## config.mk

```make
export PLATFORM = sky130hd
export DESIGN_NAME = vga_mem_arbiter_flat
export DESIGN_NICKNAME = d
export VERILOG_FILES = /design/src/rtl/vga_mem_arbiter_if.sv /design/src/rtl/vga_mem_arbiter.sv /design/src/flat_wrapper.sv
export SDC_FILE = /design/constraint.sdc
export NUM_CORES = 1
export LEC_CHECK = 0
export CAP_MARGIN = 30
export CORE_ASPECT_RATIO = 1.1
export CORE_MARGIN = 1.5
export CORE_UTILIZATION = 50
export DETAILED_ROUTE_END_ITERATION = 12
export GPL_TIMING_DRIVEN = 0
export PLACE_DENSITY = 0.85
export SLEW_MARGIN = 20
export SYNTH_ARGS = -nofsm -noshare
export SYNTH_HDL_FRONTEND = slang
export SYNTH_SLANG_ARGS = --single-unit
```

## constraint.sdc

```tcl
create_clock -name iClk -period 7.2 [get_ports iClk]
set_clock_uncertainty 0.15 [all_clocks]
set_input_delay 1.44 -clock iClk [delete_from_list [all_inputs] [get_ports iClk]]
set_output_delay 1.44 -clock iClk [all_outputs]
set_load 0.05 [all_outputs]
```

## src/rtl/vga_mem_arbiter_if.sv

```systemverilog
// vga_mem_arbiter_if: raster position, pixel-writer and frame-memory signals of the VGA memory arbiter.
// Master is the surrounding system; slave is the arbiter.
interface vga_mem_arbiter_if #(
  parameter int ADDR_W = 19,
  parameter int DATA_W = 12
);
  logic [15:0]       HCount;
  logic [15:0]       VCount;
  logic              iWrReq;
  logic [ADDR_W-1:0] iWrAddr;
  logic [DATA_W-1:0] iWrData;
  logic              oWrReady;
  logic [ADDR_W-1:0] oMemAddr;
  logic              oMemRe;
  logic              oMemWe;
  logic [DATA_W-1:0] oMemWdata;
  logic [DATA_W-1:0] iMemRdata;
  logic [DATA_W-1:0] oPixel;
  modport master (
    output HCount, VCount, iWrReq, iWrAddr, iWrData, iMemRdata,
    input  oWrReady, oMemAddr, oMemRe, oMemWe, oMemWdata, oPixel
  );
  modport slave (
    input  HCount, VCount, iWrReq, iWrAddr, iWrData, iMemRdata,
    output oWrReady, oMemAddr, oMemRe, oMemWe, oMemWdata, oPixel
  );
endinterface

```

## src/rtl/vga_mem_arbiter.sv

```systemverilog
// vga_mem_arbiter: shares a single-port frame memory between scanout (3-slot lookahead prefetch)
// and one pixel writer that gets every slot scanout leaves free.
module vga_mem_arbiter #(
  parameter int H_ACTIVE = 640,
  parameter int H_TOTAL  = 800,
  parameter int V_ACTIVE = 480,
  parameter int V_TOTAL  = 525,
  parameter int SCALE_SH = 0,
  parameter int ADDR_W   = 19,
  parameter int DATA_W   = 12
) (
  input logic               iClk,
  input logic               iRst_n,
  vga_mem_arbiter_if.slave  bus
);
  logic [15:0]       fx_raw, fx, fy_raw, fy;
  logic              wrap, la_act, wr_go;
  logic [ADDR_W-1:0] la_addr;
  logic [ADDR_W-1:0] addr_q, addr_d;
  logic              re_q, re_d, we_q, we_d, rv_q, rv_d;
  logic [DATA_W-1:0] wdata_q, wdata_d, pix_q, pix_d;
  always_comb begin
    fx_raw  = bus.HCount + 16'd3;
    wrap    = fx_raw >= 16'(H_TOTAL);
    fx      = wrap ? fx_raw - 16'(H_TOTAL) : fx_raw;
    fy_raw  = wrap ? bus.VCount + 16'd1 : bus.VCount;
    fy      = (fy_raw >= 16'(V_TOTAL)) ? 16'd0 : fy_raw;
    la_act  = (bus.HCount < 16'(H_TOTAL)) && (bus.VCount < 16'(V_TOTAL)) &&
              (fx < 16'(H_ACTIVE)) && (fy < 16'(V_ACTIVE));
    la_addr = ADDR_W'(fy >> SCALE_SH) * ADDR_W'(H_ACTIVE >> SCALE_SH) + ADDR_W'(fx >> SCALE_SH);
  end
  // Scanout wins every slot it needs; the writer only gets slots where the lookahead is idle.
  always_comb begin
    wr_go   = bus.iWrReq && !la_act;
    re_d    = la_act;
    we_d    = wr_go;
    addr_d  = la_act ? la_addr : wr_go ? bus.iWrAddr : addr_q;
    wdata_d = wr_go ? bus.iWrData : wdata_q;
    rv_d    = re_q;
    pix_d   = rv_q ? bus.iMemRdata : '0;
  end
  always_ff @(posedge iClk or negedge iRst_n) begin
    if (!iRst_n) begin
      addr_q  <= '0;
      re_q    <= 1'b0;
      we_q    <= 1'b0;
      rv_q    <= 1'b0;
      wdata_q <= '0;
      pix_q   <= '0;
    end else begin
      addr_q  <= addr_d;
      re_q    <= re_d;
      we_q    <= we_d;
      rv_q    <= rv_d;
      wdata_q <= wdata_d;
      pix_q   <= pix_d;
    end
  end
  assign bus.oWrReady  = iRst_n && !la_act;
  assign bus.oMemAddr  = addr_q;
  assign bus.oMemRe    = re_q;
  assign bus.oMemWe    = we_q;
  assign bus.oMemWdata = wdata_q;
  assign bus.oPixel    = pix_q;
endmodule

```

## src/flat_wrapper.sv

```systemverilog
// flat-port wrapper written by rule: the top's interface ports become plain ports
module vga_mem_arbiter_flat 
#(
  parameter int H_ACTIVE = 640,
  parameter int H_TOTAL  = 800,
  parameter int V_ACTIVE = 480,
  parameter int V_TOTAL  = 525,
  parameter int SCALE_SH = 0,
  parameter int ADDR_W   = 19,
  parameter int DATA_W   = 12
)
  (iClk, iRst_n, bus_HCount, bus_VCount, bus_iWrReq, bus_iWrAddr, bus_iWrData, bus_iMemRdata, bus_oWrReady, bus_oMemAddr, bus_oMemRe, bus_oMemWe, bus_oMemWdata, bus_oPixel);
  vga_mem_arbiter_if #(.ADDR_W(ADDR_W), .DATA_W(DATA_W)) bus_i ();
  input logic iClk;
  input logic iRst_n;
  input wire logic [$bits(bus_i.HCount)-1:0] bus_HCount;
  input wire logic [$bits(bus_i.VCount)-1:0] bus_VCount;
  input wire logic [$bits(bus_i.iWrReq)-1:0] bus_iWrReq;
  input wire logic [$bits(bus_i.iWrAddr)-1:0] bus_iWrAddr;
  input wire logic [$bits(bus_i.iWrData)-1:0] bus_iWrData;
  input wire logic [$bits(bus_i.iMemRdata)-1:0] bus_iMemRdata;
  output wire logic [$bits(bus_i.oWrReady)-1:0] bus_oWrReady;
  output wire logic [$bits(bus_i.oMemAddr)-1:0] bus_oMemAddr;
  output wire logic [$bits(bus_i.oMemRe)-1:0] bus_oMemRe;
  output wire logic [$bits(bus_i.oMemWe)-1:0] bus_oMemWe;
  output wire logic [$bits(bus_i.oMemWdata)-1:0] bus_oMemWdata;
  output wire logic [$bits(bus_i.oPixel)-1:0] bus_oPixel;
  assign bus_i.HCount = bus_HCount;
  assign bus_i.VCount = bus_VCount;
  assign bus_i.iWrReq = bus_iWrReq;
  assign bus_i.iWrAddr = bus_iWrAddr;
  assign bus_i.iWrData = bus_iWrData;
  assign bus_i.iMemRdata = bus_iMemRdata;
  assign bus_oWrReady = bus_i.oWrReady;
  assign bus_oMemAddr = bus_i.oMemAddr;
  assign bus_oMemRe = bus_i.oMemRe;
  assign bus_oMemWe = bus_i.oMemWe;
  assign bus_oMemWdata = bus_i.oMemWdata;
  assign bus_oPixel = bus_i.oPixel;
  vga_mem_arbiter #(.H_ACTIVE(H_ACTIVE), .H_TOTAL(H_TOTAL), .V_ACTIVE(V_ACTIVE), .V_TOTAL(V_TOTAL), .SCALE_SH(SCALE_SH), .ADDR_W(ADDR_W), .DATA_W(DATA_W)) u_core (.iClk(iClk), .iRst_n(iRst_n), .bus(bus_i));
endmodule
```

After elaboration in Yosys (flattened, before gate mapping)
Index checks and enable logic that the tools add are counted.
Widths: inputs -> output; s select.

storage, ports and cells
  register bits = 46
  input port bits = 78
  output and inout bits = 46
  word-level logic and storage cells = 30

cells by class
  add/sub/neg operators = 4
  $mul = 1
  magnitude comparators = 6
  mux-type cells = 6
  reduce and logical (&&, ||, !) cells = 7

operators by type and width
  kind                    number
  $lt 16x10->1 const B    3
  $mux 16                 3
  $mux 19                 2
  $ge 16x10->1 const B    2
  $add 19x16->19          1
  $add 16x1->16 const B   1
  $add 16x2->16 const B   1
  $lt 16x9->1 const B     1
  $mul 16x3->12 const B   1
  $sub 16x10->16 const B  1
  $mux 12                 1
  $logic_and 1x1->1       5
  $reduce_bool 2->1       1
  $logic_not 1->1         1

Longest topological paths before layout
  depth in word-level cells = 11
  gate-level depth with buffers = 28
  mapped depth without buffers = 26

Least setup slack after synthesis
Ideal clock, no wire load.

  path kind = in2reg
  from = input port bus_HCount[0]
  to = register u_core.addr_q[17], in the netlist u_core.bus.oMemAddr[17]
  setup time = 0.126 ns
  data arrival time = 6.504 ns
  required time = 6.924 ns
  slack = 0.420 ns
  stages = 27
  path buffers = 2
  path through = inv_1 > ha_1 > nand4b_2 > nor3_1 > o21ai_1 > a22oi_1 > buf_2 > a21oi_1 > o31a_1 > o32ai_1 > and4b_1 > nand2_1 > clkbuf_1 > a21oi_1 > ha_1 > ha_1 > fa_1 > ha_1 > inv_1 > o21bai_1 > a21oi_1 > o21bai_1 > a21oi_1 > nor2b_1 > o21ai_0 > xnor2_1 > mux2i_1

on the way
  word-level cells in the longest chain between the ends = 10
  elaborated cells on any way between the ends = 19
  classes of those cells = add/sub (3); mul (1); order compare (5); mux (4); reduce/logical (6)

RTL lines
  item                                                     line                   source
  from (decl)                                              flat_wrapper.sv:16     input wire logic [$bits(bus_i.HCount)-1:0] bus_HCount;
  branches (longest 10 deep; another with $add 19x16->19)  -
  to (signal assigned)                                     vga_mem_arbiter.sv:51  addr_q <= addr_d;
  to (decl)                                                vga_mem_arbiter.sv:19  logic [ADDR_W-1:0] addr_q, addr_d;

Several ways; the timed one is not identified.
A chain may end at the register's enable or synchronous reset.

Final worst setup path
  from = input port bus_HCount[7]
  to = register u_core.addr_q[18], in the netlist u_core.bus.oMemAddr[18]

Same word-level chain as after synthesis.

==> results.sh <==
export IMPL_status="completed"
export IMPL_max_clock_path_buffers=2
export IMPL_critical_path_max_stage_delay_ps=450
export IMPL_setup_violations=0
export IMPL_postLayoutSetupSlackWorst_ps=272
export IMPL_synth_largest_area_cell="dfrtp_1"
export IMPL_crit_path_max_fanout=10
export IMPL_synth_edff_count=0
export IMPL_globalRoute_totalOverflow=0
export IMPL_maximum_number_of_pins_on_one_net_before_global_route_repair=30
export IMPL_wirelength_um=9830
export IMPL_layout_min_cycle_time_ps=6930
export IMPL_syn_inst=424
export IMPL_routability_congestion_estimate=0.885
export IMPL_critPathTopFamily="compound AO/OA/AOI/OAI gates"
export IMPL_pre_cts_ws_ps=-1360
export IMPL_critical_path_endpoint_type="flop"
export IMPL_critical_path_n_buffers_inverters=4
export IMPL_drt_pass1_iterations=4
export IMPL_ctsHoldBuffers=0
export IMPL_routed_via_density=5.39
export IMPL_worst_slew_pin_transition_ps=714
export IMPL_timing_hold_violations_final=0
export IMPL_worst_endpoint_arrival_ps=6960
export IMPL_fin_hold_ws_ps=240
export IMPL_timing_setup_critical_path_class="primary input to flop"
export IMPL_cts_clk_slew_worst_paths_ps=90
export IMPL_drv_slew=0
export IMPL_cts_root_buf="clkbuf_8"
export IMPL_detail_route_iter0_violations=63
export IMPL_critPathSlowestCell="clkdlybuf4s50_1"
export IMPL_worst_hold_path_type="flop to flop"
export IMPL_chip_height_um=97.3
export IMPL_number_of_max_cap_violations=0
export IMPL_period_share_pct=96.2
export IMPL_grt_first_pass_wirelength_um=15500
export IMPL_yosys_top_cells_count="dfrtp_1 (46), xnor2_1 (42), mux2i_1 (36)"
export IMPL_post_synth_top_count_cell="dfrtp_1"
export IMPL_worstPathRequired_ps=7230
export IMPL_cp_common_cell="ha_1"
export IMPL_die_area_um2=8630
export IMPL_cts_sinks=46
export IMPL_worstSetupStartpointType="primary input"
export IMPL_ys_top_cells_by_area="dfrtp_1 (28%), xnor2_1 (9.1%), mux2i_1 (8.9%)"
export IMPL_wl_per_cell_um=14.8
export IMPL_worst_slew_margin_rel_pct=52.4
export IMPL_ys_warn_count=0
export IMPL_final_cell_area_um2=5610
export IMPL_worstSkewPairLatency_ps=300
export IMPL_cts_made_buffers=5
export IMPL_insertedDiodeCount=0
export IMPL_cts_max_level=2
export IMPL_route_detailed_drc=0
export IMPL_fp_row_count=34
export IMPL_hpwl_um=8030
export IMPL_starting_density_of_the_core_pct=51.3
export IMPL_totalNegativeSetupSlack_ps=0
export IMPL_mappedNetlistNets=532
export IMPL_p_leak_nw=2.42
export IMPL_horizontal_extent_of_the_die_um=88.7
export IMPL_avgSynthCellArea_um2=9.53
export IMPL_number_of_nets_at_the_end_of_the_flow=664
export IMPL_number_of_antenna_violations_at_the_first_check_in_global_routing=0
export IMPL_first_global_vias=3515
export IMPL_peak_supply_drop_mv=0.0728
export IMPL_drtAntennaViolNets=0
export IMPL_max_freq_ghz=0.144
export IMPL_final_layout_size_suffix_gt1_share_pct=13.3
export IMPL_dominantRegCellSynth="dfrtp_1"
export IMPL_synthesis_area_um2=4040
export IMPL_yosys_cell_types_count=67
export IMPL_synth_seq_cells=46
export IMPL_share_of_synthesized_area_occupied_by_flip_flops_and_latches_pct=28.5
export IMPL_pwr_density_cell_nw_per_um2=128
export IMPL_buffer_ports_inserted=117
export IMPL_grtUsageTotal_pct=22.4
export IMPL_post_synth_top_area_fraction_pct=28.5
export IMPL_area_growth_synth_to_final_pct=38.9
export IMPL_postSynth_asyncResetShare_pct=100
export IMPL_overall_via_count_from_detail_route=3587
export IMPL_detailed_place_area_um2=5360
export IMPL_tritoncts="yes"
export IMPL_coreArea_um2=7870
export IMPL_io_pins=124
layer usage:
metal | track usage [%] | share of wire [%] | wire length (um)
met1 | 24.8 | 40 | 3920
met5 | 0 | 0 | 0
met2 | 42.0 | 52 | 5110
met3 | 4.50 | 6.8 | 666
met4 | 5.89 | 1.3 | 125
per-stage QoR:
step / std cells / util (%) / power [W]
after floorplan: 424 / - / 0.000448
after global placement: 649 / 67.9 / 0.000551
after detailed placement: 650 / 68.1 / 0.000558
after CTS: 661 / 70.3 / 0.000721
after global routing: 665 / 71.3 / 0.000751
final: 665 / 71.3 / 0.000718
cell usage in the layout (no fill, tap or decap), types with 5 or more instances in the layout:
| cell type | netlist | routed |
|---|---|---|
| nor3_1 | 9 | 7 |
| mux2_4 | 10 | 10 |
| xor2_1 | 9 | 9 |
| a21oi_1 | 25 | 19 |
| and2_1 | 19 | 18 |
| nand4_1 | 8 | 8 |
| a21oi_2 | 0 | 5 |
| buf_4 | 5 | 12 |
| nand3_1 | 13 | 12 |
| nor2b_1 | 6 | 6 |
| clkbuf_8 | 0 | 5 |
| xnor2_1 | 42 | 39 |
| o21bai_1 | 5 | 5 |
| nand2_1 | 25 | 25 |
| inv_1 | 11 | 11 |
| o21ai_0 | 20 | 18 |
| clkdlybuf4s50_1 | 0 | 110 |
| ha_1 | 28 | 27 |
| dfrtp_1 | 46 | 46 |
| nor2_1 | 24 | 24 |
| mux2i_1 | 36 | 36 |
sequential cells by signal (all words and copies together) (netlist names):
name	count
u_core.bus.oMemAddr	19
u_core.bus.oMemWdata	12
u_core.bus.oPixel	12
u_core.bus.oMemRe	1
u_core.bus.oMemWe	1
u_core.rv_q	1
final cells by class:
class | instances | area (um^2)
sequential | 46 | 1150
fill | 581 | 2260
tap | 108 | 135
clock buffer | 5 | 68.8
clock inverter | 3 | 23.8
timing repair buffer | 125 | 1230
inverter | 11 | 41.3
multi-input combinational | 349 | 2850
buffer | 18 | 110
report_power, final:
group | total, W | switching, W | internal, W
Sequential | 0.000285 | 0.00000902 | 0.000276
Combinational | 0.000274 | 0.000155 | 0.000120
Clock | 0.000159 | 0.0000892 | 0.0000694
Total | 0.000718 | 0.000253 | 0.000465
final timing paths:
path	start	to	slack, ps	cells past startpoint
hold reg to reg	u_core.bus.oMemRe	u_core.rv_q	240	0
min in group asynchronous	iRst_n	u_core.bus.oPixel[8]	910	1
setup reg to reg	u_core.bus.oMemAddr[8]	u_core.bus.oMemAddr[8]	6010	2
hold / removal	u_core.bus.oMemRe	u_core.rv_q	240	0
setup / recovery	bus_HCount[7]	u_core.bus.oMemAddr[18]	270	28
max in group asynchronous	iRst_n	u_core.bus.oMemWdata[8]	5490	2
logic make-up after synthesis:
| family | after synthesis | synth area share, % |
|---|---|---|
| AO/OA/AOI/OAI | 83 | 13.7 |
| XOR/XNOR | 53 | 11.9 |
| adder cells (fa/ha/maj) | 30 | 9.66 |
| buffers and inverters | 29 | 3.62 |
| flip-flops | 46 | 28.5 |
| multiplexers | 52 | 14.3 |
| other | 1 | 0.0928 |
| AND/OR/NAND/NOR | 130 | 18.2 |
repair_timing:
action,CTS,global route
resized for setup,19,20
pin swaps,4,6
cloned,0,0
setup endpoints to repair,8,5
buffers inserted,3,4
(Power assumes the default switching activity.)
